$ cat config.mk
export PLATFORM = sky130hd
export DESIGN_NAME = step_datapath
export DESIGN_NICKNAME = d
export VERILOG_FILES = /design/src/rtl/step_dp_pkg.sv /design/src/rtl/step_counter.sv /design/src/rtl/step_datapath.sv
export SDC_FILE = /design/constraint.sdc
export NUM_CORES = 1
export LEC_CHECK = 0
export CAP_MARGIN = 20
export CORE_ASPECT_RATIO = 1.25
export CORE_MARGIN = 2
export CORE_UTILIZATION = 32
export CTS_CLUSTER_SIZE = 30
export DETAILED_ROUTE_END_ITERATION = 10
export PLACE_DENSITY_LB_ADDON = 0.2
export SLEW_MARGIN = 25
export SYNTH_ARGS = -nofsm -noshare
export SYNTH_HDL_FRONTEND = slang
export SYNTH_HIERARCHICAL = 1
export SYNTH_SLANG_ARGS = --single-unit
$ cat constraint.sdc
create_clock -name clk -period 2.5 [get_ports clk]
set_input_delay 0.5 -clock clk [delete_from_list [all_inputs] [get_ports clk]]
set_output_delay 0.5 -clock clk [all_outputs]
set_load 0.005 [all_outputs]
$ cat src/rtl/step_dp_pkg.sv
// Shared definitions for the step/value datapath that sits under the
// heater/counter control FSM: select codes for the value register,
// the step register width and the default y_inc trigger value.
package step_dp_pkg;

  localparam int STEP_W         = 3;
  localparam int DEFAULT_INC_AT = 3;

  typedef enum logic [1:0] {
    SEL_HOLD = 2'd0,
    SEL_INC  = 2'd1,
    SEL_DEC  = 2'd2,
    SEL_CLR  = 2'd3
  } sel_e;

endpackage

$ cat src/rtl/step_counter.sv
// 3-bit step register with a selectable base (zero or current value),
// an add/subtract adder for a 0..3 magnitude, and the y_inc compare
// that tells the controller the next +1 lands on INC_AT.
module step_counter
  import step_dp_pkg::*;
#(
  parameter int INC_AT = DEFAULT_INC_AT
) (
  input  logic              clk,
  input  logic              rst,
  input  logic              s_en_i,
  input  logic              s_zero_i,
  input  logic              s_add_i,
  input  logic [1:0]        s_step_i,
  output logic [STEP_W-1:0] s_o,
  output logic              y_inc_o
);

  localparam logic [STEP_W-1:0] INC_MATCH = STEP_W'(INC_AT - 1);

  logic [STEP_W-1:0] s_q;
  logic [STEP_W-1:0] s_d;
  logic [STEP_W-1:0] stepBase;
  logic [STEP_W-1:0] stepMag;

  // Next step value: pick the base, then add or subtract the magnitude
  // modulo 8; without an enable the register simply holds.
  always_comb begin
    stepBase = s_zero_i ? '0 : s_q;
    stepMag  = STEP_W'(s_step_i);
    s_d      = s_q;
    if (s_en_i) begin
      s_d = s_add_i ? (stepBase + stepMag) : (stepBase - stepMag);
    end
  end

  // Step register, cleared asynchronously so the controller sees s=0
  // the moment reset is applied.
  always_ff @(posedge clk or posedge rst) begin
    if (rst) begin
      s_q <= '0;
    end else begin
      s_q <= s_d;
    end
  end

  assign s_o     = s_q;
  assign y_inc_o = (s_q == INC_MATCH);

endmodule

$ cat src/rtl/step_datapath.sv
// Datapath responder for the heater/counter control FSM. Executes the
// per-cycle step and value register commands, reports y_inc back to
// the controller and exposes s, y, y_zero and the sticky ovf flag.
// Build option: define STEP_DP_SAT_EN to make y saturate at its limits
// instead of wrapping; ovf is set on either behaviour.
module step_datapath
  import step_dp_pkg::*;
#(
  parameter int W      = 8,
  parameter int INC_AT = DEFAULT_INC_AT
) (
  input  logic              clk,
  input  logic              rst,
  input  logic              s_en_i,
  input  logic              s_zero_i,
  input  logic              s_add_i,
  input  logic [1:0]        s_step_i,
  input  logic              y_en_i,
  input  logic              y_store_x_i,
  input  logic [1:0]        y_select_next_i,
  input  logic [W-1:0]      x_i,
  output logic              y_inc_o,
  output logic [STEP_W-1:0] s_o,
  output logic [W-1:0]      y_o,
  output logic              y_zero_o,
  output logic              ovf_o
);

  localparam logic [W-1:0] Y_ONES = '1;
  localparam logic [W-1:0] Y_ONE  = W'(1);

  logic [W-1:0] y_q;
  logic [W-1:0] y_d;
  logic         ovf_q;
  logic         ovf_d;
  sel_e         ySel;

  step_counter #(
    .INC_AT(INC_AT)
  ) u_step_counter (
    .clk      (clk),
    .rst      (rst),
    .s_en_i   (s_en_i),
    .s_zero_i (s_zero_i),
    .s_add_i  (s_add_i),
    .s_step_i (s_step_i),
    .s_o      (s_o),
    .y_inc_o  (y_inc_o)
  );

  assign ySel = sel_e'(y_select_next_i);

  // Next value and overflow: a load of x wins and also clears ovf;
  // otherwise the select code drives y, and stepping past either end
  // of the range raises ovf (wrapping or saturating by build option).
  always_comb begin
    y_d   = y_q;
    ovf_d = ovf_q;
    if (y_en_i) begin
      if (y_store_x_i) begin
        y_d   = x_i;
        ovf_d = 1'b0;
      end else begin
        case (ySel)
          SEL_INC: begin
            if (y_q == Y_ONES) begin
              ovf_d = 1'b1;
`ifdef STEP_DP_SAT_EN
              y_d   = y_q;
`else
              y_d   = '0;
`endif
            end else begin
              y_d = y_q + Y_ONE;
            end
          end
          SEL_DEC: begin
            if (y_q == '0) begin
              ovf_d = 1'b1;
`ifdef STEP_DP_SAT_EN
              y_d   = y_q;
`else
              y_d   = Y_ONES;
`endif
            end else begin
              y_d = y_q - Y_ONE;
            end
          end
          SEL_CLR: y_d = '0;
          default: y_d = y_q;
        endcase
      end
    end
  end

  // Value register and sticky overflow flag, both cleared asynchronously.
  always_ff @(posedge clk or posedge rst) begin
    if (rst) begin
      y_q   <= '0;
      ovf_q <= 1'b0;
    end else begin
      y_q   <= y_d;
      ovf_q <= ovf_d;
    end
  end

  assign y_o      = y_q;
  assign ovf_o    = ovf_q;
  assign y_zero_o = (y_q == '0);

endmodule
==> flow_summary.rst <==
.. list-table::
   :header-rows: 1

   * - Metric
     - Value
   * - Starting density of the core
     - 32.9%
   * - Post-synth design cell area
     - 0.00113 mm²
   * - Detailed-route vias per instance
     - 5.82
   * - Number of DRC markers after the initial detailed-route iteration
     - 75
   * - Library cell occupying the most area in the post-synthesis netlist
     - dfrtp_1
   * - CTS tree
     - yes
   * - Num rows
     - 24
   * - Static power due to leakage
     - 0.665 nW
   * - Number of antenna violations at the first check in global routing
     - 0
   * - Critical path startpoint
     - s_step_i[0]
   * - Fill cell instance count of the final layout
     - 338
   * - Max transition margin
     - 66.1%
   * - Port buffer count
     - 32
   * - Buffer cell driving the clock tree root
     - clkbuf_8
   * - Wire length reported by the detailed router
     - 3480 µm
   * - Maximum root-to-sink buffer count
     - 2
   * - Overall via count from detail_route
     - 1257
   * - DRC violations left
     - 0
   * - Yosys warning total
     - 6
   * - Worst Setup Slack, final
     - 122 ps
   * - Growth of design area from synthesis to finish
     - 41.7%
   * - Final period demand of the worst path
     - 2380 ps
   * - Source-to-sink clock delay at the later pin of the worst-skew pair
     - 240 ps
   * - Unique masters post-synth
     - 52
   * - Leading register cell type out of synthesis
     - dfrtp_1
   * - Total number of clock tree sinks
     - 12
   * - Met2 GRT Util
     - 32.7%
   * - Overall Global Routing Usage
     - 17.9%
   * - Hold/Removal Path Class
     - in2async
   * - GPL Wtd Cong
     - 0.853
   * - GR met1 Demand/Resource
     - 21.4%
   * - Actual slew at the worst max-slew pin
     - 496 ps
   * - Full die area
     - 0.00401 mm²
   * - CTS HTree Levels
     - 1
   * - Share of synthesized flip-flops with an asynchronous set or reset
     - 100%
   * - Ant. Diodes
     - 0
   * - Post-synth top area share
     - 26.7%
   * - Count of nets left with antenna violations after detail routing
     - 0
   * - Layout cells sized above 1
     - 16.9%
   * - Maximum fanout along the worst path
     - 3
   * - Unrepaired setup endpoints after global routing
     - no
   * - Type of origin of the critical path
     - input pin
   * - Maximum clock skew at final layout
     - 1.82 ps
   * - Number of failing setup endpoints in the final timing report
     - 0
   * - Sequential-to-total area share from yosys stat
     - 26.7%
   * - Worst endpoint required time
     - 2670 ps
   * - First-pass iteration count of the detailed router
     - 6
   * - Largest net degree at the start of global routing
     - 13
   * - Synthesized area per cell
     - 8.34 µm²
   * - Die Width
     - 57.1 µm
   * - Flop and latch count out of synthesis
     - 12
   * - Number of buffers inserted by hold repair at cts
     - 0
   * - Final worst hold slack
     - 465 ps
   * - Number of I/O pins
     - 33
   * - Routing usage on met3
     - 3.15%
   * - Number of max-slew violations in the final report
     - 0
   * - Power per cell area
     - 537 mW/mm²
   * - Largest voltage drop on the vdd net
     - 0.251 mV
   * - Top post-synthesis cells by area
     - dfrtp_1 27%, o21ai_0 6.2%, ha_1 5.6%
   * - Setup Crit Path Kind
     - in2reg
   * - Wire length of the first global-routing pass
     - 5770 µm
   * - Layer with the highest usage
     - met2
   * - Achievable clock frequency
     - 421 MHz
   * - Core region area
     - 0.00342 mm²
   * - Synth Instances
     - 135
   * - Status
     - completed
   * - Startpoint of the lowest-slack register-to-register path
     - y_o[0]$_DFFE_PP0P_
   * - Final global-route overflow total
     - 0
   * - Setup crit end kind
     - register
   * - WL/cell
     - 16.1 µm
   * - Vias in the first global route
     - 1202
   * - Number of enable-type register cells in the synthesized netlist
     - 0
   * - Max Cap Viol
     - 0
   * - Clock-pin slew on the worst setup and hold paths
     - 50 ps
   * - Number of nets in the synthesized netlist
     - 160
   * - Endpoints failing hold
     - 0
   * - Place WS
     - -175 ps
   * - Signal arrival time at the worst endpoint
     - 2540 ps
   * - Layout net count
     - 204
   * - Most numerous cell types in the synthesized netlist
     - 14 x inv_1, 14 x o21ai_0, 12 x dfrtp_1, 11 x a21oi_1
   * - Period Utilization, post-route
     - 95.1%
   * - HPWL after DPL
     - 2670 µm
   * - Die height
     - 70.3 µm
   * - TritonCTS Buffers
     - 3
worst max-delay path, cell delays in order:
cell and delay (ps):
clkdlybuf4s50_1 480, inv_1 50, ha_1 270, mux2i_1 100
fa_2 410, or3_4 380, and3_1 180, nor3_2 170
path summary, 6_finish.rpt:
kind,cells past startpoint,to,slack [ps]
worst max-delay path,8,u_step_counter/s_o[2]$_DFFE_PP0P_,120
worst min-delay path,2,u_step_counter/s_o[2]$_DFFE_PP0P_,460
worst max register to register,7,y_o[5]$_DFFE_PP0P_,280
worst min register to register,2,ovf_o$_DFFE_PP0P_,530
max in group asynchronous,2,y_o[3]$_DFFE_PP0P_,1630
min in group clk,2,ovf_o$_DFFE_PP0P_,530
registers in the layout, summed over array words and instances, names as in the netlist:
| name | count |
|---|---|
| y_o | 8 |
| u_step_counter/s_o | 3 |
| ovf_o | 1 |
stage by stage:
| step | util (%) | std cells | instance area, µm² | setup TNS, ps | total power [W] |
|---|---|---|---|---|---|
| after floorplan | - | 135 | 1130 | 0 | 0.000469 |
| after global placement | 44.9 | 212 | 1540 | -75.9 | 0.000657 |
| after detailed placement | 44.9 | 212 | 1540 | -175 | 0.000669 |
| after CTS | 46.2 | 215 | 1580 | 0 | 0.000852 |
| after global routing | 46.6 | 216 | 1600 | 0 | 0.000909 |
| final | 46.6 | 216 | 1600 | 0 | 0.000856 |
layer usage:
| metal | up-vias | routed length [µm] | part of all wire (%) |
|---|---|---|---|
| met3 | 7 | 204 | 5.9 |
| met1 | 601 | 1410 | 41 |
| met5 | - | 0 | 0 |
| li1 | 589 | - | - |
| met4 | 0 | 41 | 1.2 |
| met2 | 60 | 1820 | 52 |
where the power goes:
part	internal (W)	switching (W)	total [W]
logic	0.000219	0.000197	0.000416
registers	0.000230	0.0000284	0.000259
clock network	0.000107	0.0000752	0.000182
total	0.000556	0.000300	0.000856
cells by family after synthesis:
family | after synthesis | share of synthesized area (%)
AOI/OAI and AO/OA | 48 | 27.9
and+or+nand+nor | 40 | 21.8
buffers and inverters | 22 | 10.3
DFF | 12 | 26.7
adders and majority gates | 6 | 7.33
muxes | 4 | 3.67
xor gates and xnor gates | 3 | 2.33
what timing repair did:
item | CTS | global route
buffers inserted | 0 | 1
gates resized for setup | 2 | 3
pin swaps | 1 | 1
setup endpoints to repair | 1 | 2
layout by cell type (no fill, tap or decap), types with 2 or more instances in the layout:
master,synthesis,layout
or4_1,2,2
ha_1,5,5
clkbuf_8,2,3
o211ai_1,3,3
buf_4,1,15
a21oi_1,11,11
nor2_1,5,4
nor3_1,3,3
dfrtp_1,12,12
a22oi_1,2,2
nor3b_1,2,2
mux2i_1,3,3
or3_1,3,3
inv_1,14,13
nand3_1,3,3
o21ai_0,14,14
and3_1,3,3
o221ai_1,2,2
xnor2_1,2,2
a32oi_1,3,3
or2_2,2,2
nand2_1,4,4
clkdlybuf4s50_1,0,31
nor2b_1,3,3
a31oi_1,2,2
cell type report:
class                           count  area, µm²  share of cell area, %
Timing Repair Buffer               47        435                   27.3
Tap cell                           39       48.8                   3.06
Multi-Input combinational cell    101        717                   44.9
Sequential cell                    12        300                   18.8
Clock buffer                        3       41.3                   2.59
Inverter                           14       52.6                   3.29
(Power assumes the default switching activity.)
